===== config.mk =====
export PLATFORM = sky130hd
export DESIGN_NAME = pipeline_debug_ctrl
export DESIGN_NICKNAME = d
export VERILOG_FILES = /design/src/rtl/pipeline_debug_ctrl.sv
export SDC_FILE = /design/constraint.sdc
export NUM_CORES = 1
export LEC_CHECK = 0
export BUFFER_PORTS_ARGS = -buffer_cell sky130_fd_sc_hd__buf_2
export CAP_MARGIN = 0
export CORE_ASPECT_RATIO = 0.7
export CORE_MARGIN = 2
export CORE_UTILIZATION = 57
export DETAILED_ROUTE_END_ITERATION = 8
export PLACE_DENSITY = 0.76
export SLEW_MARGIN = 10
export SYNTH_ARGS = -nofsm -noshare
export SYNTH_HDL_FRONTEND = slang
export SYNTH_SLANG_ARGS = --single-unit

===== constraint.sdc =====
create_clock -name clk -period 2.5 [get_ports clk]
set_input_delay 0.25 -clock clk [delete_from_list [all_inputs] [get_ports clk]]
set_output_delay 0.25 -clock clk [all_outputs]
set_load 0.01 [all_outputs]

===== src/rtl/pipeline_debug_ctrl.sv =====
// Debug controller for the 5-stage pipeline: byte commands from a UART RX drive
// pc_enable/pc_reset, and a 24-byte snapshot frame is streamed to a UART TX.
module pipeline_debug_ctrl #(
    parameter int unsigned           DATA_WIDTH   = 32,
    parameter logic [DATA_WIDTH-1:0] HALT_INSTR   = 32'hFFFF_FFFF,
    parameter int unsigned           RESET_CYCLES = 2
) (
    input  logic                  clk,
    input  logic                  reset_n,
    input  logic [7:0]            rx_data,
    input  logic                  rx_valid,
    output logic [7:0]            tx_data,
    output logic                  tx_start,
    input  logic                  tx_busy,
    output logic                  pc_enable,
    output logic                  pc_reset,
    input  logic [DATA_WIDTH-1:0] pc_addr_in,
    input  logic [DATA_WIDTH-1:0] pc_instr_in,
    input  logic [DATA_WIDTH-1:0] reg_w_data_in,
    input  logic [DATA_WIDTH-1:0] reg_rs_data_in,
    input  logic [DATA_WIDTH-1:0] reg_rt_data_in,
    output logic                  busy
);

    localparam int unsigned FRAME_WORDS = 6;
    localparam int unsigned FRAME_W     = FRAME_WORDS * DATA_WIDTH;
    localparam int unsigned FRAME_BYTES = FRAME_W / 8;
    localparam int unsigned IDX_W       = 5;
    localparam int unsigned RST_W       = 4;

    localparam logic [7:0] CMD_RESET = 8'h52;
    localparam logic [7:0] CMD_STEP  = 8'h53;
    localparam logic [7:0] CMD_RUN   = 8'h43;
    localparam logic [7:0] CMD_DUMP  = 8'h44;
    localparam logic [7:0] CMD_PAUSE = 8'h50;

    typedef enum logic [2:0] {
        ST_RESET,
        ST_IDLE,
        ST_STEP,
        ST_RUN,
        ST_SNAP,
        ST_SEND,
        ST_WAIT_TX
    } state_t;

    state_t                  state_q;
    logic [RST_W-1:0]        rst_cnt_q;
    logic [DATA_WIDTH-1:0]   cycle_cnt_q;
    logic [IDX_W-1:0]        byte_idx_q;
    logic [FRAME_W-1:0]      frame_q;

    logic halt_c;
    logic pause_c;

    // Pipeline controls are decoded from state; RUN gates on the live fetch word
    // so the halt instruction never advances past fetch.
    always_comb begin
        halt_c    = (pc_instr_in == HALT_INSTR);
        pause_c   = rx_valid && (rx_data == CMD_PAUSE);
        pc_enable = 1'b0;
        pc_reset  = 1'b0;
        busy      = (state_q != ST_IDLE);
        case (state_q)
            ST_RESET: pc_reset  = 1'b1;
            ST_STEP:  pc_enable = 1'b1;
            ST_RUN:   pc_enable = !halt_c && !pause_c;
            default:  ;
        endcase
    end

    always_ff @(posedge clk or negedge reset_n) begin
        if (!reset_n) begin
            state_q     <= ST_RESET;
            rst_cnt_q   <= '0;
            cycle_cnt_q <= '0;
            byte_idx_q  <= '0;
            frame_q     <= '0;
            tx_start    <= 1'b0;
            tx_data     <= '0;
        end else begin
            tx_start <= 1'b0;
            if (pc_enable) begin
                cycle_cnt_q <= cycle_cnt_q + DATA_WIDTH'(1);
            end

            case (state_q)
                ST_RESET: begin
                    cycle_cnt_q <= '0;
                    if (rst_cnt_q == RST_W'(RESET_CYCLES - 1)) begin
                        rst_cnt_q <= '0;
                        state_q   <= ST_IDLE;
                    end else begin
                        rst_cnt_q <= rst_cnt_q + RST_W'(1);
                    end
                end

                ST_IDLE: begin
                    if (rx_valid) begin
                        case (rx_data)
                            CMD_RESET: state_q <= ST_RESET;
                            CMD_STEP:  state_q <= ST_STEP;
                            CMD_RUN:   state_q <= ST_RUN;
                            CMD_DUMP:  state_q <= ST_SNAP;
                            default:   ;
                        endcase
                    end
                end

                ST_STEP: state_q <= ST_SNAP;

                ST_RUN: begin
                    if (halt_c || pause_c) begin
                        state_q <= ST_SNAP;
                    end
                end

                ST_SNAP: begin
                    frame_q    <= {cycle_cnt_q, pc_addr_in, pc_instr_in,
                                   reg_w_data_in, reg_rs_data_in, reg_rt_data_in};
                    byte_idx_q <= '0;
                    state_q    <= ST_SEND;
                end

                // Frame is shifted out MSB first; the top byte is always next.
                ST_SEND: begin
                    if (!tx_busy) begin
                        tx_start <= 1'b1;
                        tx_data  <= frame_q[FRAME_W-1 -: 8];
                        state_q  <= ST_WAIT_TX;
                    end
                end

                // tx_start is high only in the first WAIT_TX cycle, before busy rises.
                ST_WAIT_TX: begin
                    if (!tx_start && !tx_busy) begin
                        if (byte_idx_q == IDX_W'(FRAME_BYTES - 1)) begin
                            state_q <= ST_IDLE;
                        end else begin
                            byte_idx_q <= byte_idx_q + IDX_W'(1);
                            frame_q    <= {frame_q[FRAME_W-9:0], 8'h00};
                            state_q    <= ST_SEND;
                        end
                    end
                end

                default: state_q <= ST_RESET;
            endcase
        end
    end

endmodule

==> metrics.md <==
| Metric | Value |
|---|---|
| Outcome | finished clean |
| DRC viols | 0 |
| Vias in the first global route | 10,236 |
| Die X | 174 um |
| Mapped Area | 11,500 um^2 |
| R2R cell count | 6 |
| Initial Util | 0.580 |
| CP Capture Type | primary output |
| TritonCTS clock tree | yes |
| I/O pins | 184 |
| Setup TNS | 0 ps |
| Global route overflow | 0 |
| CTS Buf Count | 24 |
| Reg-to-reg setup timing slack | 340 ps |
| Final WL | 31,700 um |
| Syn avg cell area | 8.61 um^2 |
| Max_slew headroom | 0.471 |
| Sink Count | 245 |
| Critical path's slowest cell | dfrtp_1 |
| Critical Path RT | 2250 ps |
| Nets | 1,760 |
| Htree depth | 1 |
| Crit path cell chain | inv_1 > nor3_4 > nor2_1 > buf_2 |
| Final Wtd Congestion | 0.844 |
| Fmax | 432 MHz |
| CTS root buffer | clkbuf_16 |
| CP max stage delay | 550 ps |
| Cells after synthesis | 1,333 |
| Ranking of synthesized cells by area | dfrtp_1 (53%), nand2_1 (12%), a31oi_1 (10%) |
| Final WS setup | 185 ps |
| Synth top area share | 0.534 |
| Number of antenna diodes | 0 |
| Post-synth top area cell | dfrtp_1 |
| Comb pwr share | 0.272 |
| CP top delay family | simple AND/OR/NAND/NOR gates |
| Clock Path Buffers | 3 |
| Final setup viols | 0 |
| Final ANT Viol Nets | 0 |
| Setup WS pre-CTS | 349 ps |
| Floorplan Core Area | 19,800 um^2 |
| Final Hold Fails | 0 |
| Leak Pwr | 6.40 nW |
| Hold Worst Slack | 11.7 ps |
| R2r startpoint | cycle_cnt_q[7] |
| HP Class | input pin to flop |
| Post-DP HPWL | 19,400 um |
| DR iter-0 viols | 1,225 |
| Hold Crit Depth | 3 |
| Power Dens Cells | 978 nW/um^2 |
| Max-cap violation count | 0 |
| Die Height | 123 um |
| Min cycle time layout | 2320 ps |
| Hold EP | frame_q[156] |
| Worst-path clk slew | 60 ps |
| Final Cycle Share | 0.926 |
| FFs w/ async S/R, synth | 1.00 |
| Skew final | 17.2 ps |
| Total power | 0.0142 W |
| Ys Warns | 0 |
| Clock latency on the worst-skew pair | 520 ps |
| Non-filler cells, final | 1,873 |
| DR vias/cell | 5.77 |
| CP startpoint kind | flop |
| Kind of critical path | flop to primary output |
| Fin. max-slew vios | 0 |
| Reg2reg end | cycle_cnt_q[27] |
| Main synth FF type | dfrtp_1 |
| RSZ-0062 raised after global routing | no |
| Switching Fraction | 0.326 |
| Vias | 10,807 |
| Mapped Nets | 1,507 |
| Worst Path Max Fanout | 12 |
| Sequential power share | 0.468 |
| Worst hold path startpoint | pc_addr_in[28] |
| Post-synth EDFFs | 0 |
| Site row count | 43 |
| Die footprint | 21,300 um^2 |
| Largest net degree at the start of global routing | 81 |
| Arr. time, crit path | 2070 ps |
| Pint | 0.00960 W |
| Clock power share | 0.260 |
| Sequential element share of the synthesized area | 0.534 |
| Worst-margin pin slew | 786 ps |
| Total Routing Usage GR | 0.296 |
| First-pass GRT wire length | 50,800 um |
| Initial antenna violation count | 0 |
| Routed WL per cell | 16.9 um |
| P_sw | 0.00464 W |
| CP Buf/Inv Count | 2 |
| Worst vdd ir | 0.000541 V |
| Total placed cells including tap cells | 1,721 |
| PortBufs | 183 |
| Area delta synth->final | 26.8% |
| Post-synthesis register bit count | 245 |
| Share of cells above drive strength 1 | 0.174 |
| Netlist cell types | 59 |
| Drt pass-1 iters | 5 |
placed cells by master (no fill, tap or decap), types with 3 or more instances in the layout:
cell,n
buf_12,8
buf_4,25
and3_1,4
clkbuf_8,5
xor2_1,3
nand2b_1,3
o21ai_1,3
o21ai_0,12
nor2b_1,3
mux2_2,10
xnor2_1,4
buf_2,182
clkbuf_1,8
nor3_1,6
inv_1,12
a22o_1,9
a21oi_1,29
dfrtp_1,245
nand3_1,23
o31ai_1,15
nand4_1,24
or3_1,7
dlygate4sd3_1,109
nor4_1,4
a31oi_1,183
nor2_1,199
clkbuf_16,25
nand2_1,381
or4_1,14
synth_stat cells, drive strengths merged (3+ instances only):
cell	n
nand2	381
clkbuf	57
nand3	23
nor2b	3
a31oi	183
dfrtp	245
xnor2	4
a22o	9
or3	8
or4	16
nor2	199
inv	13
mux2	10
and3	4
o31ai	15
a21oi	30
nor4	5
nand2b	3
and2	3
xor2	3
nor3	9
nor4b	3
nand4	24
buf	41
o21ai	16
per-stage QoR:
step                      instance area (um^2)  utilization
after floorplan                          11500            -
after global placement                   12700        0.639
after detailed placement                 12700        0.639
after CTS                                14600        0.735
after global routing                     14600        0.735
final                                    14600        0.735
cells by family (layout without fill, tap and decap cells):
| group | Yosys count | after routing | synth area share |
|---|---|---|---|
| DFF | 245 | 245 | 0.534 |
| buffers and inverters | 111 | 381 | 0.0436 |
| adders and majority gates | 2 | 2 | 0.00218 |
| AOI/OAI and AO/OA | 271 | 271 | 0.153 |
| and+or+nand+nor | 685 | 685 | 0.251 |
| xor gates and xnor gates | 7 | 7 | 0.00534 |
| muxes | 12 | 12 | 0.0116 |
state kept, by name (all words and copies together) (netlist names):
name,flops
frame_q,192
tx_start,1
rst_cnt_q,4
tx_data,8
cycle_cnt_q,32
byte_idx_q,5
state_q,3
timing repair:
item	in CTS	in global routing
setup endpoints to repair	1	0
setup buffers	0	0
endpoints found under the hold margin	174	0
gates resized for setup	2	0
hold buffers	109	0
layer usage:
layer / vias up / global-route usage / share of wire
met5: - / 0 / 0
met4: 0 / 0.0825 / 0.025
met3: 68 / 0.0524 / 0.079
met2: 453 / 0.473 / 0.46
met1: 5171 / 0.423 / 0.44
li1: 5115 / - / -
power by group through the flow:
stage / sequential, W / combinational, W / clock [W]
after floorplan: 0.00639 / 0.00278 / 0
after global placement: 0.00663 / 0.00353 / 0
after detailed placement: 0.00670 / 0.00367 / 0
after CTS: 0.00665 / 0.00385 / 0.00376
after global routing: 0.00687 / 0.00438 / 0.00394
final: 0.00667 / 0.00387 / 0.00370
how the worst max path moves through the flow:
stage	from	endpoint	slack (ps)	cells past startpoint
after global placement	pc_instr_in[16]	state_q[0]	320	7
after floorplan	cycle_cnt_q[0]	cycle_cnt_q[26]	650	7
after global routing	state_q[0]	pc_enable	30	4
final	state_q[0]	pc_enable	180	4
after CTS	state_q[0]	pc_enable	170	4
after detailed placement	pc_instr_in[16]	state_q[0]	350	7
area by class of cell:
type | count | area, um^2
multi-input cells | 977 | 4870
flip-flops and latches | 245 | 6130
inverters | 13 | 52.6
repair buffers | 325 | 2360
well taps | 270 | 338
fillers | 1483 | 5240
clock inverters | 5 | 78.8
clock buffers | 38 | 724
worst min-delay path, stage by stage:
cell and delay [ps]:
buf_2 100, nand2_1 50, a31oi_1 80
Note: power is estimated with default switching activity, not from simulation.
